**src/rtl/cic_pkg.sv**
```systemverilog
// -----------------------------------------------------------------------------
// cic_pkg
//   Shared constants for the two-stage CIC decimator and for any block that
//   reuses its rounding/saturation stage (e.g. the IIR cascade output scaler).
//
//   CIC_DW       sample width (signed two's complement)
//   CIC_R_LOG2   log2 of the decimation ratio
//   CIC_IW       integrator/comb width: DW plus the CIC bit growth N*log2(R)
//   CIC_SHIFT    right shift that removes the R^2 gain
//   CIC_RND      half-LSB constant added before the shift
//   CIC_SAT_MAX  largest representable output sample
//   CIC_SAT_MIN  smallest representable output sample
// -----------------------------------------------------------------------------
package cic_pkg;

    localparam int CIC_DW      = 12;
    localparam int CIC_R_LOG2  = 4;
    localparam int CIC_IW      = CIC_DW + 2 * CIC_R_LOG2;
    localparam int CIC_SHIFT   = 2 * CIC_R_LOG2;
    localparam int CIC_RND     = 1 << (CIC_SHIFT - 1);
    localparam int CIC_SAT_MAX = (1 << (CIC_DW - 1)) - 1;
    localparam int CIC_SAT_MIN = -(1 << (CIC_DW - 1));

endpackage

```
**src/rtl/cic_round_sat.sv**
```systemverilog
// -----------------------------------------------------------------------------
// cic_round_sat
//   Combinational IW -> DW scaler: round half toward +inf, arithmetic shift
//   right by SHIFT, then clamp to the signed DW-bit range.
//
//   Ports:
//     din   input  IW  signed wide value
//     dout  output DW  signed rounded and saturated value
// -----------------------------------------------------------------------------
module cic_round_sat
    import cic_pkg::*;
#(
    parameter int IW    = CIC_IW,
    parameter int DW    = CIC_DW,
    parameter int SHIFT = CIC_SHIFT
) (
    input  logic signed [IW-1:0] din,
    output logic signed [DW-1:0] dout
);

    // One guard bit keeps the rounding add from wrapping at the positive rail.
    localparam logic signed [IW:0] RND_C = (IW + 1)'(1) << (SHIFT - 1);
    localparam logic signed [IW:0] MAX_C = (IW + 1)'((1 << (DW - 1)) - 1);
    localparam logic signed [IW:0] MIN_C = (IW + 1)'(-(1 << (DW - 1)));

    function automatic logic signed [IW:0] round_shift(input logic signed [IW-1:0] x);
        logic signed [IW:0] t;
        t = {x[IW-1], x} + RND_C;
        return t >>> SHIFT;
    endfunction

    function automatic logic signed [DW-1:0] saturate(input logic signed [IW:0] x);
        logic signed [IW:0] t;
        if (x > MAX_C) begin
            t = MAX_C;
        end else if (x < MIN_C) begin
            t = MIN_C;
        end else begin
            t = x;
        end
        return t[DW-1:0];
    endfunction

    always_comb begin
        dout = saturate(round_shift(din));
    end

endmodule

```
**src/rtl/cic2_decim.sv**
```systemverilog
// -----------------------------------------------------------------------------
// cic2_decim
//   Two-stage CIC decimator (N = 2, R = 2^R_LOG2) with unity DC gain. Feeds
//   each second-order IIR section at the decimated rate.
//
//   Ports:
//     clk        input  1       system clock
//     rst_n      input  1       asynchronous active-low reset
//     in_valid   input  1       in_data accepted this cycle
//     in_data    input  DW      signed input sample
//     out_valid  output 1       one-cycle strobe for a new out_data
//     out_data   output DW      signed decimated sample, held between strobes
//     phase      output R_LOG2  samples accepted in the current window
//
//   Timing: the R-th sample of a window is accepted in cycle T; the comb runs
//   in T+1 on the dump strobe; out_valid/out_data appear in T+2.
// -----------------------------------------------------------------------------
module cic2_decim
    import cic_pkg::*;
#(
    parameter int DW     = CIC_DW,
    parameter int R_LOG2 = CIC_R_LOG2
) (
    input  logic                     clk,
    input  logic                     rst_n,
    input  logic                     in_valid,
    input  logic signed [DW-1:0]     in_data,
    output logic                     out_valid,
    output logic signed [DW-1:0]     out_data,
    output logic        [R_LOG2-1:0] phase
);

    localparam int IW    = DW + 2 * R_LOG2;
    localparam int SHIFT = 2 * R_LOG2;

    logic        [R_LOG2-1:0] phase_p0;
    logic signed [IW-1:0]     i1_p0, i2_p0;
    logic signed [IW-1:0]     i1_next, i2_next;
    logic                     dump;
    logic                     vld_p0;
    logic signed [IW-1:0]     i2_d, c1_d;
    logic signed [IW-1:0]     c1, c2;
    logic signed [DW-1:0]     scaled;
    logic signed [DW-1:0]     data_p1;
    logic                     vld_p1;

    // ---- stage 0: integrators at the input rate ----------------------------
    always_comb begin
        i1_next = i1_p0 + {{(IW - DW){in_data[DW-1]}}, in_data};
        i2_next = i2_p0 + i1_next;
        dump    = in_valid && (phase_p0 == '1);
    end

    // Integrators intentionally wrap modulo 2^IW; the comb differences undo it.
    always_ff @(posedge clk or negedge rst_n) begin
        if (!rst_n) begin
            i1_p0    <= '0;
            i2_p0    <= '0;
            phase_p0 <= '0;
            vld_p0   <= 1'b0;
        end else begin
            vld_p0 <= dump;
            if (in_valid) begin
                i1_p0    <= i1_next;
                i2_p0    <= i2_next;
                phase_p0 <= phase_p0 + 1'b1;
            end
        end
    end

    // ---- stage 1: combs at the decimated rate, on the dump strobe -----------
    // i2_p0 may already hold the next window's first sample when a new sample
    // lands in T+1, but it is only read through the registered snapshot below
    // on the strobe cycle, where it still holds the dump-cycle value.
    always_comb begin
        c1 = i2_p0 - i2_d;
        c2 = c1 - c1_d;
    end

    cic_round_sat #(
        .IW    (IW),
        .DW    (DW),
        .SHIFT (SHIFT)
    ) u_round_sat (
        .din  (c2),
        .dout (scaled)
    );

    always_ff @(posedge clk or negedge rst_n) begin
        if (!rst_n) begin
            i2_d    <= '0;
            c1_d    <= '0;
            data_p1 <= '0;
            vld_p1  <= 1'b0;
        end else begin
            vld_p1 <= vld_p0;
            if (vld_p0) begin
                i2_d    <= i2_p0;
                c1_d    <= c1;
                data_p1 <= scaled;
            end
        end
    end

    // ---- stage 2: outputs --------------------------------------------------
    assign out_valid = vld_p1;
    assign out_data  = data_p1;
    assign phase     = phase_p0;

endmodule
```
**config.mk**
```make
export PLATFORM = sky130hd
export DESIGN_NAME = cic2_decim
export DESIGN_NICKNAME = d
export VERILOG_FILES = /design/src/rtl/cic_pkg.sv /design/src/rtl/cic_round_sat.sv /design/src/rtl/cic2_decim.sv
export SDC_FILE = /design/constraint.sdc
export NUM_CORES = 1
export LEC_CHECK = 0
export ABC_AREA = 1
export BUFFER_PORTS_ARGS = -buffer_cell sky130_fd_sc_hd__buf_2
export CORE_AREA = 2 2 169 171
export CTS_CLUSTER_SIZE = 10
export DETAILED_ROUTE_END_ITERATION = 12
export DIE_AREA = 0 0 171 173
export PLACE_DENSITY = 0.52
export SLEW_MARGIN = 40
export SYNTH_ARGS = -nofsm -noshare
export SYNTH_HDL_FRONTEND = slang
export SYNTH_SLANG_ARGS = --single-unit
```
**constraint.sdc**
```tcl
create_clock -name clk -period 5.45 [get_ports clk]
set_clock_uncertainty 0.05 [all_clocks]
set_input_delay 0.8175 -clock clk [delete_from_list [all_inputs] [get_ports clk]]
set_output_delay 0.8175 -clock clk [all_outputs]
set_load 0.01 [all_outputs]
```
; After elaboration in Yosys (flattened, before gate mapping)
; Index checks and enable logic that the tools add are counted.
[totals]
ff_bits = 98
output_inout_bits = 17
elab_cells = 20
[op_classes]
add_sub_neg = 6
n_lt_le_gt_ge = 2
n_eq_ne = 1
n_mux = 2
n_reduce_logical = 1
[op_table]
columns = cell, count
row1 = $add 20x20->20, 2
row2 = $sub 20x20->20, 2
row3 = $mux 12, 2
row4 = $add 20x9->21 const B, 1
row5 = $gt 13x12->1 const B, 1
row6 = $lt 13x12->1 const B, 1
row7 = $add 4x1->4 const B, 1
row8 = $eq 4x4->1 const B, 1
row9 = $logic_and 1x1->1, 1

; Logic depth before layout (Yosys ltp)
[logic_depth]
word_depth = 6
mapped_depth = 33
ltp_nobuf = 32

; Cells and area by module
; A second synthesis with hierarchy kept.
[hier_totals]
cells_unflattened = 1217
area_unflattened_um2 = 8463.1
[by_module_without_submodules]
columns = module, instances, cells_each, area_each_um2, seq_area_each_um2
row1 = cic2_decim, 1, 1134, 8059.0, 2452.4
row2 = cic_round_sat, 1, 83, 404.1, 0.0

; Worst setup path before layout
; No wires, ideal clock.
[synth_path]
path_kind = register to register
from = reg i2_p0[0]
to = reg data_p1[0] (netlist: out_data[0])
setup_ps = 113
arrival_ps = 3979
required_time_ps = 5287
setup_slack_ps = 1308
stages_incl_launch_ff = 32
path_buffers = 1
path_cell_list = dfrtp_1 > inv_1 > ha_1 > fa_1 > o21ai_0 > a21oi_1 > o21ai_0 > nand3_1 > nand2_1 > nor2_1 > o21ai_0 > xor2_1 > inv_1 > ha_1 > nand2_1 > nor2_1 > inv_1 > nor2_1 > nand3b_1 > nand3_1 > nand2_2 > nand2_1 > inv_1 > nand3_1 > nand2_1 > nand3_1 > nand2_1 > nand2_2 > buf_6 > nand3_2 > nand2_1 > inv_1
[synth_between]
elab_chain_len = 6
elab_cells_between_ends = 7
cone_classes = 3 x add/sub / 2 x order compare / 2 x mux
[synth_lines]
columns = element, line
row1 = start: declaration, cic2_decim.sv:37  ; logic signed [IW-1:0] i1_p0, i2_p0;
row2 = start signal: assignment, cic2_decim.sv:65  ; i2_p0 <= i2_next;
row3 = $sub 20x20->20 (*), cic2_decim.sv:76  ; c1 = i2_p0 - i2_d;
row4 = named net c1[12], cic2_decim.sv:42  ; logic signed [IW-1:0] c1, c2;
row5 = $sub 20x20->20 (*), cic2_decim.sv:77  ; c2 = c1 - c1_d;
row6 = $add 20x9->21 (*), cic_round_sat.sv:28  ; t = {x[IW-1], x} + RND_C;
row7 = $lt 13x12->1, cic_round_sat.sv:36  ; end else if (x < MIN_C) begin
row8 = $mux 12, cic_round_sat.sv:36
row9 = $mux 12 (*), cic_round_sat.sv:34  ; if (x > MAX_C) begin
row10 = end signal: assignment, cic2_decim.sv:100  ; data_p1 <= scaled;
row11 = end: declaration, cic2_decim.sv:44  ; logic signed [DW-1:0] data_p1;
; The timed path passes the listed nets; every way through them passes the cells marked *.
; A chain may end at the register's enable or synchronous reset.

; Final worst setup path
[layout_path]
from = reg i2_p0[0]
to = reg data_p1[9] (netlist: out_data[9])
; The elaborated chain is that of the path after synthesis.

==> results.txt <==
----------------------------------------------------
[Yosys]
  Post-synthesis async set-or-reset flop share ... 100%
  Fraction of synthesized area in multiplexers ... 0%
  Netlist area before placement ... 0.00822 sq mm
  Mean cell area of the mapped netlist ... 6.96 sq um
  Number of nets produced by synthesis ... 1276
  Compound-cell area share of the yosys netlist ... 13.7%
  Cells after Synth ... 1181
  Flip-flop cell with the highest count after synthesis ... dfrtp_1
  Number of storage elements in the synthesis netlist ... 98
  Number of distinct library cells after synthesis ... 44
  Number of warnings printed during yosys synthesis ... 0
  Largest family of logic cells by synthesized area ... simple AND/OR/NAND/NOR gates
  Xor and xnor fraction of the mapped netlist area ... 5.96%
  Fraction of the mapped netlist area in simple logic gates ... 29.1%
  Adder and majority gate portion of the synthesized area ... 12.4%
  Seq/Total Area, Yosys ... 29.8%
  Number of flops mapped to enable cells by yosys ... 0

[Clock network]
  Number of buffers added for setup after CTS ... 0
  Number of buffers added to fix hold violations after cts ... 0
  TritonCTS clock tree ... yes
  CTS buffer count ... 9
  Clock edge transition at the registers on the reported setup and hold paths ... 0.07 ns
  Total number of clock tree sinks ... 98
  Clock H-tree levels ... 3
  Root Buffer ... clkbuf_16
  Clock latency reported for the late side of the worst-skew pair ... 0.36 ns
  Post-cts gate resize count ... 0
  Max Buffers Root-to-Sink ... 2

[STA]
  Highest Clock Rate ... 0.214 GHz
  Max_slew headroom ... 51.2%
  Max-slew violation count ... 0
  Post-route fraction of the period consumed by the critical path ... 85.9%
  Final hold viol count ... 0
  Total negative setup slack ... 0 ns
  Final number of setup-violating endpoints ... 0
  Tightest Pin Transition ... 0.733 ns
  Min Clock Period, post-route ... 4.68 ns
  Worst Setup Slack, final ... 0.769 ns
  Setup repair after global routing missed its margin ... no

[Floorplan]
  Height of the die ... 173 um
  Die Footprint ... 0.0296 sq mm
  Number of top-level pins ... 32
  Horiz. Die Dim ... 171 um
  Core region area ... 0.0276 sq mm
  Standard-cell rows ... 61
  Effective utilization at floorplan ... 29.8%

[Worst setup path]
  Worst reg-to-reg path cell count ... 29
  Worst-case register-to-register setup slack ... 0.77 ns
  Nature of the critical path endpoint ... flip-flop
  Worst r2r dst ... out_data[9]
  Max Fanout on Critical Path ... 5
  Critical path data arrival time ... 4.88 ns
  Path type of the worst setup path ... reg -> reg
  Startpoint kind of the worst setup timing path ... flip-flop
  Number of buffers and inverters on the critical path ... 3
  Most numerous cell on the critical path ... nand2_1
  Source of the worst register-to-register timing path ... i2_p0[0]
  Maximum cell stage delay along the critical path ... 0.42 ns
  Slowest CP cell ... fa_1
  Data required time at the worst endpoint ... 5.65 ns
  Cell family contributing the most delay on the critical path ... simple AND/OR/NAND/NOR gates

[Routing]
  DRC violations left ... 0
  Starting DRT DRC Count ... 349
  Detail Route Antenna Nets ... 0
  Via-to-Cell Ratio ... 4.57
  First-pass iteration count of the detailed router ... 5
  Routed wire length ... 19500 um
  Average wire length per cell after detail routing ... 12.3 um
  Routed vias ... 7258

[Final layout]
  Final standard cell utilization of the core ... 32.9%
  Nets@finish ... 1300
  Layout overhead on the synthesized area ... 10.5%
  Proportion of layout cells with a drive suffix above 1 ... 9.09%
  Count of inserted antenna diode cells ... 0
  Design area ... 0.00909 sq mm

[Global route]
  Pin count of the biggest net entering global routing ... 83
  Global router's overall resource usage ... 13.9%
  Number of global-route vias before repair ... 7210
  Leftover overflow at the end of global routing ... 0
  Most crowded layer after global routing ... met2
  Met3 usage ... 2.56%
  Number of antenna violations at the first check in global routing ... 0
  Met1 usage ... 17.7%
  Wire length of the first global-routing pass ... 33800 um
  Global-route met2 utilization ... 23.9%

[Outcome]
  Status ... complete, no violations

[Hold path]
  Hold/Removal Path Class ... in -> async

[Placed design]
  Estimated wirelength of the detail-placed design ... 15500 um
  Placement Cell Area ... 0.00878 sq mm
  Worst setup slack after placement ... 0.713 ns
  Gpl congestion ... 0.878
  Port Buffers ... 31

[Run]
  Max-capacitance violation count ... 0

----------------------------------------------------
## cell families (layout without fill, tap and decap cells)
family                     Yosys count  count (layout)
AOI/OAI and AO/OA                  206             206
DFF                                 98              98
adders and majority gates           80              80
xor gates and xnor gates            56              56
and+or+nand+nor                    549             549
buffers and inverters              192             221
## registers in the layout (all words and copies together), names as in the netlist
name and count:
c1_d 20, i1_p0 20, i2_d 20, i2_p0 20
out_data 12, out_valid 1, phase 4, vld_p0 1
## per-stage QoR
stage,hold slack (ns),instances
6_report,0.401,1588
3_3_place_gp,0.411,1572
5_1_grt,0.443,1588
2_1_floorplan,0.302,1181
4_1_cts,0.418,1588
3_5_place_dp,0.416,1572
## worst max path at each step
stage	startpoint	endpoint	cells past startpoint
2_1_floorplan	i2_p0[0]	out_data[0]	31
3_3_place_gp	i2_p0[0]	out_data[9]	29
3_5_place_dp	i2_p0[0]	out_data[9]	29
4_1_cts	i2_p0[0]	out_data[9]	29
5_1_grt	i2_p0[0]	out_data[2]	29
6_report	i2_p0[0]	out_data[9]	29
## routing by layer
layer	wire length, um	part of all wire, %
met4	442	2.3
met2	9050	46
met5	0	0
met3	450	2.3
met1	9590	49
## area by class of cell
cell class              count  area, sq um
fillers                  3089        18500
flip-flops and latches     98         2450
well taps                 378          473
clock buffers              10          229
repair buffers             34          180
multi-input cells         891         5030
inverters                 171          642
clock inverters             6         73.8
## cell usage after synthesis, types with 5 or more instances
cell,instances,area [sq um]
xor2_1,38,333
a31oi_1,10,62.6
dfrtp_1,98,2450
o21bai_1,6,45.0
clkbuf_1,18,67.6
nand4_1,24,150
inv_1,159,597
nand3_1,53,265
nor2_2,5,31.3
a21oi_1,78,390
nor2_1,52,195
o211ai_1,7,52.6
nand2_1,362,1360
or2_2,7,43.8
ha_1,77,963
o21ai_0,86,430
nor3_1,6,30.0
inv_2,11,41.3
nand2_2,18,113
nand3_2,7,70.1
xnor2_1,18,158
## cell usage in the layout, fill, tap and decap left out, types with 10 or more instances in the layout
cell	instances
a31oi_1	10
o21ai_0	86
nand2_1	362
nor2_1	52
ha_1	77
xor2_1	38
nand2_2	18
a21oi_1	78
nand3_1	53
xnor2_1	18
buf_2	30
nand4_1	24
inv_2	12
inv_1	158
dfrtp_1	97
Power is left out: the tool's default activity adds up to more than one toggle a clock period on the data nets, which glitch-free logic cannot reach.
